`src/rtl/fetch_stage.sv`:
```
// Instruction fetch stage: credit-limited requests to instruction memory,
// epoch-tagged in-flight tracking and an ordered output queue toward decode.
`ifndef DataBusBits
`define DataBusBits 64
`endif

module fetch_stage #(
  parameter logic [`DataBusBits-1:0] RESET_PC = '0,
  parameter int unsigned             DEPTH    = 2
) (
  input  logic                     clk,
  input  logic                     reset,
  output logic [`DataBusBits-1:0]  PC,
  input  logic [`DataBusBits-1:0]  PCPrediction,
  output logic                     imem_req,
  output logic [`DataBusBits-1:0]  imem_addr,
  input  logic                     imem_gnt,
  input  logic                     imem_rvalid,
  input  logic [31:0]              imem_rdata,
  input  logic                     redirect,
  input  logic [`DataBusBits-1:0]  redirectPC,
  output logic                     if_valid,
  input  logic                     if_ready,
  output logic [31:0]              if_instr,
  output logic [`DataBusBits-1:0]  if_PC,
  output logic [`DataBusBits-1:0]  if_predPC
);

  localparam int unsigned AW = `DataBusBits;
  localparam int unsigned CW = $clog2(DEPTH) + 1;
  localparam int unsigned PW = (DEPTH > 1) ? $clog2(DEPTH) : 1;
  localparam logic [CW:0] DEPTH_W = (CW+1)'(DEPTH);
  localparam logic [PW-1:0] LAST_PTR = PW'(DEPTH - 1);

  logic [AW-1:0] pc_q, pc_d;
  logic          epoch_q, epoch_d;

  logic [CW-1:0] inflCnt_q, inflCnt_d;
  logic [PW-1:0] inflWr_q, inflWr_d;
  logic [PW-1:0] inflRd_q, inflRd_d;
  logic [AW-1:0] inflPc_q    [DEPTH];
  logic [AW-1:0] inflPred_q  [DEPTH];
  logic          inflEpoch_q [DEPTH];

  logic [CW-1:0] queueCnt_q, queueCnt_d;
  logic [PW-1:0] qWr_q, qWr_d;
  logic [PW-1:0] qRd_q, qRd_d;
  logic [31:0]   qInstr_q [DEPTH];
  logic [AW-1:0] qPc_q    [DEPTH];
  logic [AW-1:0] qPred_q  [DEPTH];

  logic [CW:0] creditsUsed;
  logic        grant;
  logic        rspValid;
  logic        rspKeep;
  logic        deq;

  function automatic logic [PW-1:0] nextPtr(input logic [PW-1:0] p);
    if (p == LAST_PTR) return '0;
    return p + PW'(1);
  endfunction

  // Requests are gated by reset so nothing is issued while it is held.
  assign creditsUsed = {1'b0, inflCnt_q} + {1'b0, queueCnt_q};
  assign imem_req    = reset & ~redirect & (creditsUsed < DEPTH_W);
  assign grant       = imem_req & imem_gnt;
  assign rspValid    = imem_rvalid & (inflCnt_q != '0);
  assign rspKeep     = rspValid & ~redirect & (inflEpoch_q[inflRd_q] == epoch_q);

  assign PC        = pc_q;
  assign imem_addr = pc_q;

  assign if_valid  = (queueCnt_q != '0);
  assign deq       = if_valid & if_ready;
  assign if_instr  = if_valid ? qInstr_q[qRd_q] : '0;
  assign if_PC     = if_valid ? qPc_q[qRd_q]    : '0;
  assign if_predPC = if_valid ? qPred_q[qRd_q]  : '0;

  always_comb begin
    pc_d    = pc_q;
    epoch_d = epoch_q;
    if (redirect) begin
      pc_d    = redirectPC;
      epoch_d = ~epoch_q;
    end else if (grant) begin
      pc_d = PCPrediction;
    end
  end

  // In-flight entries survive a redirect; their stale epoch drops the response.
  always_comb begin
    inflCnt_d = inflCnt_q;
    inflWr_d  = inflWr_q;
    inflRd_d  = inflRd_q;
    if (grant) inflWr_d = nextPtr(inflWr_q);
    if (rspValid) inflRd_d = nextPtr(inflRd_q);
    if (grant && !rspValid) begin
      inflCnt_d = inflCnt_q + CW'(1);
    end else if (!grant && rspValid) begin
      inflCnt_d = inflCnt_q - CW'(1);
    end
  end

  always_comb begin
    queueCnt_d = queueCnt_q;
    qWr_d      = qWr_q;
    qRd_d      = qRd_q;
    if (redirect) begin
      queueCnt_d = '0;
      qWr_d      = '0;
      qRd_d      = '0;
    end else begin
      if (rspKeep) qWr_d = nextPtr(qWr_q);
      if (deq) qRd_d = nextPtr(qRd_q);
      if (rspKeep && !deq) begin
        queueCnt_d = queueCnt_q + CW'(1);
      end else if (!rspKeep && deq) begin
        queueCnt_d = queueCnt_q - CW'(1);
      end
    end
  end

  always_ff @(posedge clk or negedge reset) begin
    if (!reset) begin
      pc_q       <= RESET_PC;
      epoch_q    <= 1'b0;
      inflCnt_q  <= '0;
      inflWr_q   <= '0;
      inflRd_q   <= '0;
      queueCnt_q <= '0;
      qWr_q      <= '0;
      qRd_q      <= '0;
    end else begin
      pc_q       <= pc_d;
      epoch_q    <= epoch_d;
      inflCnt_q  <= inflCnt_d;
      inflWr_q   <= inflWr_d;
      inflRd_q   <= inflRd_d;
      queueCnt_q <= queueCnt_d;
      qWr_q      <= qWr_d;
      qRd_q      <= qRd_d;
    end
  end

  always_ff @(posedge clk or negedge reset) begin
    if (!reset) begin
      for (int i = 0; i < DEPTH; i++) begin
        inflPc_q[i]    <= '0;
        inflPred_q[i]  <= '0;
        inflEpoch_q[i] <= 1'b0;
      end
    end else if (grant) begin
      inflPc_q[inflWr_q]    <= pc_q;
      inflPred_q[inflWr_q]  <= PCPrediction;
      inflEpoch_q[inflWr_q] <= epoch_q;
    end
  end

  // Credit accounting guarantees a free slot whenever a response is kept.
  always_ff @(posedge clk or negedge reset) begin
    if (!reset) begin
      for (int i = 0; i < DEPTH; i++) begin
        qInstr_q[i] <= '0;
        qPc_q[i]    <= '0;
        qPred_q[i]  <= '0;
      end
    end else if (rspKeep) begin
      qInstr_q[qWr_q] <= imem_rdata;
      qPc_q[qWr_q]    <= inflPc_q[inflRd_q];
      qPred_q[qWr_q]  <= inflPred_q[inflRd_q];
    end
  end

endmodule

```
`config.mk`:
```
export PLATFORM = sky130hd
export DESIGN_NAME = fetch_stage
export DESIGN_NICKNAME = d
export VERILOG_FILES = /design/src/rtl/fetch_stage.sv
export SDC_FILE = /design/constraint.sdc
export NUM_CORES = 1
export LEC_CHECK = 0
export BUFFER_PORTS_ARGS = -buffer_cell sky130_fd_sc_hd__buf_2
export CORE_UTILIZATION = 50
export DETAILED_ROUTE_END_ITERATION = 12
export PLACE_DENSITY_LB_ADDON = 0.15
export SYNTH_ARGS = -nofsm -noshare
export SYNTH_HDL_FRONTEND = slang
export SYNTH_SLANG_ARGS = --single-unit
```
`constraint.sdc`:
```
create_clock -name clk -period 3.2 [get_ports clk]
set_input_delay 0.32 -clock clk [delete_from_list [all_inputs] [get_ports clk]]
set_output_delay 0.32 -clock clk [all_outputs]
set_load 0.1 [all_outputs]
```
Word-level counts from Yosys, hierarchy flattened
Cells that the tools add are included.
{ "totals": {"reg_bits": 651, "inputBits": 166, "elab_cells": 131} }
{ "op_classes": {"n_addsub": 9, "n_lt_le_gt_ge": 7, "eq_ne": 1, "muxes": 64, "bitwise_logic": 13, "n_reduce_logical": 17} }
{ "op_table": {"columns": ["cell", "n"], "rows": [
  ["64-bit 2-to-1 mux", 18],
  ["128-bit bitwise mux", 4],
  ["32-bit 2-to-1 mux", 5],
  ["64-bit demux with 1-bit select", 2],
  ["64-bit bitwise mux", 1],
  ["32-bit demux with 1-bit select", 1],
  ["1-bit 2-to-1 mux", 26],
  ["2-bit nonzero test", 6],
  ["2-bit 2-to-1 mux", 5],
  ["2-bit greater-or-equal comparator, second input constant", 4],
  ["1-bit NOT with 2-bit output", 4],
  ["1-bit bitwise AND", 7],
  ["1-bit logical AND", 6],
  ["1-bit adder, second input constant", 4],
  ["2-bit by 1-bit adder with 2-bit output, second input constant", 2],
  ["1-bit logical NOT", 4],
  ["2-bit by 1-bit < comparator with 1-bit output, second input constant", 2],
  ["2-bit by 1-bit subtractor with 2-bit output, second input constant", 2],
  ["2-bit by 2-bit adder with 3-bit output", 1],
  ["3-bit by 2-bit < comparator with 1-bit output, second input constant", 1],
  ["3-bit nonzero test", 1],
  ["2-bit bitwise mux", 1],
  ["1-bit NOT", 2],
  ["1-bit demux with 1-bit select", 1],
  ["1-bit == test", 1]
]} }

Depth between registers and ports, before layout
{ "depth": {"ltp_word": 11, "depth_mapped": 10} }

Worst setup path before layout
OpenSTA, ideal clock, no wires.
{ "synth_path": {"kind": "register -> register", "startpoint": "register inflCnt_q[0]", "endpoint": "register inflPc_q[117] (netlist name)", "t_arrival_ns": 5.681, "setup_slack_ns": -2.607, "path_stages_with_launch": 9, "cell_sequence": "dfrtp_1 and2_1 fa_1 nor4b_1 nand2_1 nor2_1 buf_2 buf_2 mux2_2"} }
{ "synth_via": {"elab_chain_cells": 4} }
{ "synth_lines": {"columns": ["element", "line_no", "text"], "rows": [
  ["from (decl)", "38", "logic [CW-1:0] inflCnt_q, inflCnt_d;"],
  ["from (signal assigned)", "136", "inflCnt_q <= inflCnt_d;"],
  ["2-bit by 2-bit adder with 3-bit output", "64", "assign creditsUsed = {1'b0, inflCnt_q} + {1'b0, queueCnt_q};"],
  ["3-bit by 2-bit < comparator with 1-bit output", "65", "assign imem_req = reset & ~redirect & (creditsUsed < DEPTH_W);"],
  ["1-bit bitwise AND", "65", null],
  ["named net imem_req", "15", "output logic imem_req,"],
  ["1-bit bitwise AND", "66", "assign grant = imem_req & imem_gnt;"],
  ["to (signal, indexed assignment)", "153", "inflPc_q[inflWr_q] <= pc_q;"],
  ["to (decl)", "41", "logic [AW-1:0] inflPc_q [DEPTH];"]
]} }
The timed path passes the listed nets, and every way through them passes these cells.
A chain may end at the register's enable or synchronous reset.

Worst setup path in the final report
{ "layout_path": {"startpoint": "register queueCnt_q[0]", "endpoint": "register pc_q[3] (netlist: PC[3])"} }
{ "layout_via": {"elab_chain_cells": 5} }
{ "layout_lines": {"columns": ["element", "line_no", "text"], "rows": [
  ["from (decl)", "45", "logic [CW-1:0] queueCnt_q, queueCnt_d;"],
  ["from (signal assigned)", "139", "queueCnt_q <= queueCnt_d;"],
  ["2-bit by 2-bit adder with 3-bit output", "64", null],
  ["3-bit by 2-bit < comparator with 1-bit output", "65", null],
  ["1-bit bitwise AND", "65", null],
  ["1-bit bitwise AND", "66", null],
  ["2-bit nonzero test (no source line)", null, null],
  ["to (signal assigned)", "134", "pc_q <= pc_d;"],
  ["to (decl)", "35", "logic [AW-1:0] pc_q, pc_d;"]
]} }
No other way between the ends.

==> results.toml <==
[run_status]
status = "complete, no violations"

[grt]
grt_usage_pct = 24.4
grt_pass1_vias = 20200
grt_max_degree = 187
grt_pass1_wl_mm = 114
antenna_found_initial = 2
overflow = 0

[worst_setup_path]
regToRegStartpoint = "queueCnt_q[0]$_DFFE_PN0P_"
r2r_slack_ns = 0.20
reg2regPathDepth = 9
crit_type = "reg2reg"
cp_max_fo = 33
startpoint_type = "register"
r2r_end = "PC[3]$_DFFE_PN0P_"
worstPathArrival_ns = 3.55
end_kind = "register"
worstPathRequired_ns = 3.75

[cts]
clock-root-buffer = "clkbuf_16"
numCtsBuffers = 70
cts.clk_slew.worst_paths_ns = 0.06
cts_tree = "yes"
cts_buffer_depth = 3
cts.sinks = 651
cts_max_level = 3
insertion_delay_ns = 0.61

[route]
vias_per_cell = 5.40
drt_iter0_markers = 1039
wirelength_mm = 72.2
ant_nets = 0
dr.pass1.iters = 5
drc = 0
vias = 19000
routedWlPerCell_um = 20.6

[power_and_ir_drop]
combPwrFrac_pct = 41.1
leakage_nw = 16.6
power.total_w = 0.0373
sw_frac_of_total_pct = 39.4
power.internal_w = 0.0226
ir_drop_v = 0.000655
cellPowerDensity_nw_per_um2 = 1040
seqPwrFrac_pct = 36.4
p_switching_w = 0.0147
power_frac_clock_pct = 22.4

[placed_design]
gp_congestion = 0.793
dpl.hpwl_mm = 43.0
place_ws_ns = 0.390
port_buffers = 455

[synth]
synth_edf_count = 0
syn_nets = 2345
syn_avg_cell_area_um2 = 13.4
ys_types = 28
yosysWarnings = 0
ys_seq_area_share_pct = 56.0
synthArstFlopShare_pct = 100
synth_top_cell_by_area = "dfrtp_1"
syn_area_um2 = 29100
syn_inst = 2177
synth_top_area_share_pct = 56.0
synthTopCellsByCount = "dfrtp_1 (651), mux2_2 (606), nor2_1 (166)"
synth-seq-cells = 651
synthTopCellsByArea = "dfrtp_1 (56%), mux2_2 (23%), mux2i_1 (5.5%)"
synth_flop_cell = "dfrtp_1"
yosysMostFrequentCell = "dfrtp_1"

[floorplanning]
rows = 88
die_y_um = 243
start_util_pct = 50.5
die_x_um = 243
dieArea_um2 = 59200
core-area_um2 = 57600
pin_count = 456

[final_layout]
fin_nets = 2856
area_growth_pct = 23.2
utilization_pct = 62.3
drive_gt1_share_pct = 44.3

[min_path]
hold_start = "PCPrediction[50]"
hold_path_end = "inflPred_q[50]$_DFFE_PN0P_"
hold_depth = 2
min_path_type = "in2reg"

[timing]
grt_setup_unrepaired = "no"
finalWorstPathRequiredPeriod_ns = 3.00
worstMarginPinSlew_ns = 1.06
clock-skew-final_ns = 0.0138
maxSlewViolCount = 0
hold_viol_final = 0
clock.fmax_mhz = 333
setup_violations = 0
setup_ws_ns = 0.197
finalCritPeriodShare_pct = 93.8
slew_headroom_pct = 29.6

[job]
max_cap_viol_count = 0
[per-stage QoR]
| step | cells | setup TNS, ns | area (um2) | hold slack [ns] |
|---|---|---|---|---|
| floorplan | 2177 | -16.80 | 29300 | 0.0244 |
| global placement | 3225 | 0 | 31900 | 0.220 |
| detailed placement | 3225 | 0 | 31900 | 0.223 |
| CTS | 3504 | 0 | 35800 | 0.00195 |
| global route | 3506 | 0 | 35900 | 0.00577 |
| finish | 3508 | 0 | 35900 | 0.0301 |
[critical path, stage by stage (launching register included)]
cell           delay [ns]
dfrtp_1              0.43
and2_1               0.19
fa_1                 0.47
nor4b_4              0.29
nand2_4              0.21
clkinv_2             0.21
buf_16               0.29
a21oi_1              0.11
a21oi_1              0.17
dlygate4sd3_1        0.56
[power groups by stage]
| stage | Sequential, W | Clock [W] | Combinational [W] |
|---|---|---|---|
| after detailed placement | 0.0137 | 0 | 0.0152 |
| after global placement | 0.0135 | 0 | 0.0149 |
| final | 0.0136 | 0.00838 | 0.0154 |
| after floorplan | 0.0139 | 0 | 0.0118 |
| after global routing | 0.0141 | 0.00893 | 0.0163 |
| after CTS | 0.0136 | 0.00859 | 0.0155 |
[final cells by class]
type / instances / area (um2)
multi-input cells: 1319 / 11800
well taps: 765 / 957
inverters: 3 / 12.5
fillers: 4421 / 21700
clock inverters: 21 / 298
flip-flops and latches: 651 / 16300
clock buffers: 104 / 2090
diodes: 2 / 5.00
repair buffers: 643 / 4390
[state kept, by name (all words and copies together) (netlist names)]
name,count
PC,64
epoch_q,1
inflCnt_q,2
inflEpoch_q,2
inflPc_q,128
inflPred_q,128
inflRd_q,1
inflWr_q,1
qInstr_q,64
qPc_q,128
qPred_q,128
qRd_q,1
qWr_q,1
queueCnt_q,2
[what timing repair did]
action | 4_1_cts | 5_1_grt
buffers inserted | 0 | 0
gates resized for setup | 0 | 2
endpoints found under the hold margin | 269 | 1
setup endpoints to repair | 0 | 1
hold buffers | 154 | 1
[per-layer routing]
layer	GRT usage [%]	share of wire, %	vias to the layer above
met3	4.00	4.2	128
met1	32.6	44	9823
met4	7.53	2.7	4
li1	-	-	8536
met2	40.8	49	461
met5	0	0.028	-
[placed cells by master (no fill, tap or decap), types with 4 or more instances in the layout]
master         instances
nor2b_1               66
buf_4                 10
mux2_1               100
xor2_1                 4
dfrtp_1              649
mux2i_1              161
clkbuf_16             74
clkinv_2              10
nand2_1               66
xnor2_1                4
clkbuf_1              16
bufinv_16              7
mux2_2               598
dlygate4sd3_1        155
nor2_1               164
buf_2                453
clkbuf_8              15
a21oi_1              130
buf_12                21
mux2_4                 8
inv_6                  4
[cells by family after synthesis]
| kind of cell | Yosys count | synth area share, % |
|---|---|---|
| fa+ha+maj | 2 | 0.112 |
| xor+xnor | 8 | 0.241 |
| flops | 651 | 56.0 |
| simple gates | 307 | 4.64 |
| buf+inv | 207 | 3.84 |
| mux | 867 | 32.9 |
| compound gates | 135 | 2.35 |
[worst max-delay path by stage]
stage / slack, ns / endpoint / startpoint
6_report: 0.20 / PC[3]$_DFFE_PN0P_ / queueCnt_q[0]$_DFFE_PN0P_
5_1_grt: 0.03 / PC[3]$_DFFE_PN0P_ / queueCnt_q[0]$_DFFE_PN0P_
4_1_cts: 0.15 / PC[3]$_DFFE_PN0P_ / queueCnt_q[0]$_DFFE_PN0P_
3_5_place_dp: 0.39 / inflCnt_q[1]$_DFFE_PN0P_ / queueCnt_q[0]$_DFFE_PN0P_
3_3_place_gp: 0.35 / inflCnt_q[1]$_DFFE_PN0P_ / queueCnt_q[0]$_DFFE_PN0P_
2_1_floorplan: -0.09 / inflPc_q[100]$_DFFE_PN0P_ / inflCnt_q[0]$_DFFE_PN0P_
Power figures use the tool's default switching activity.
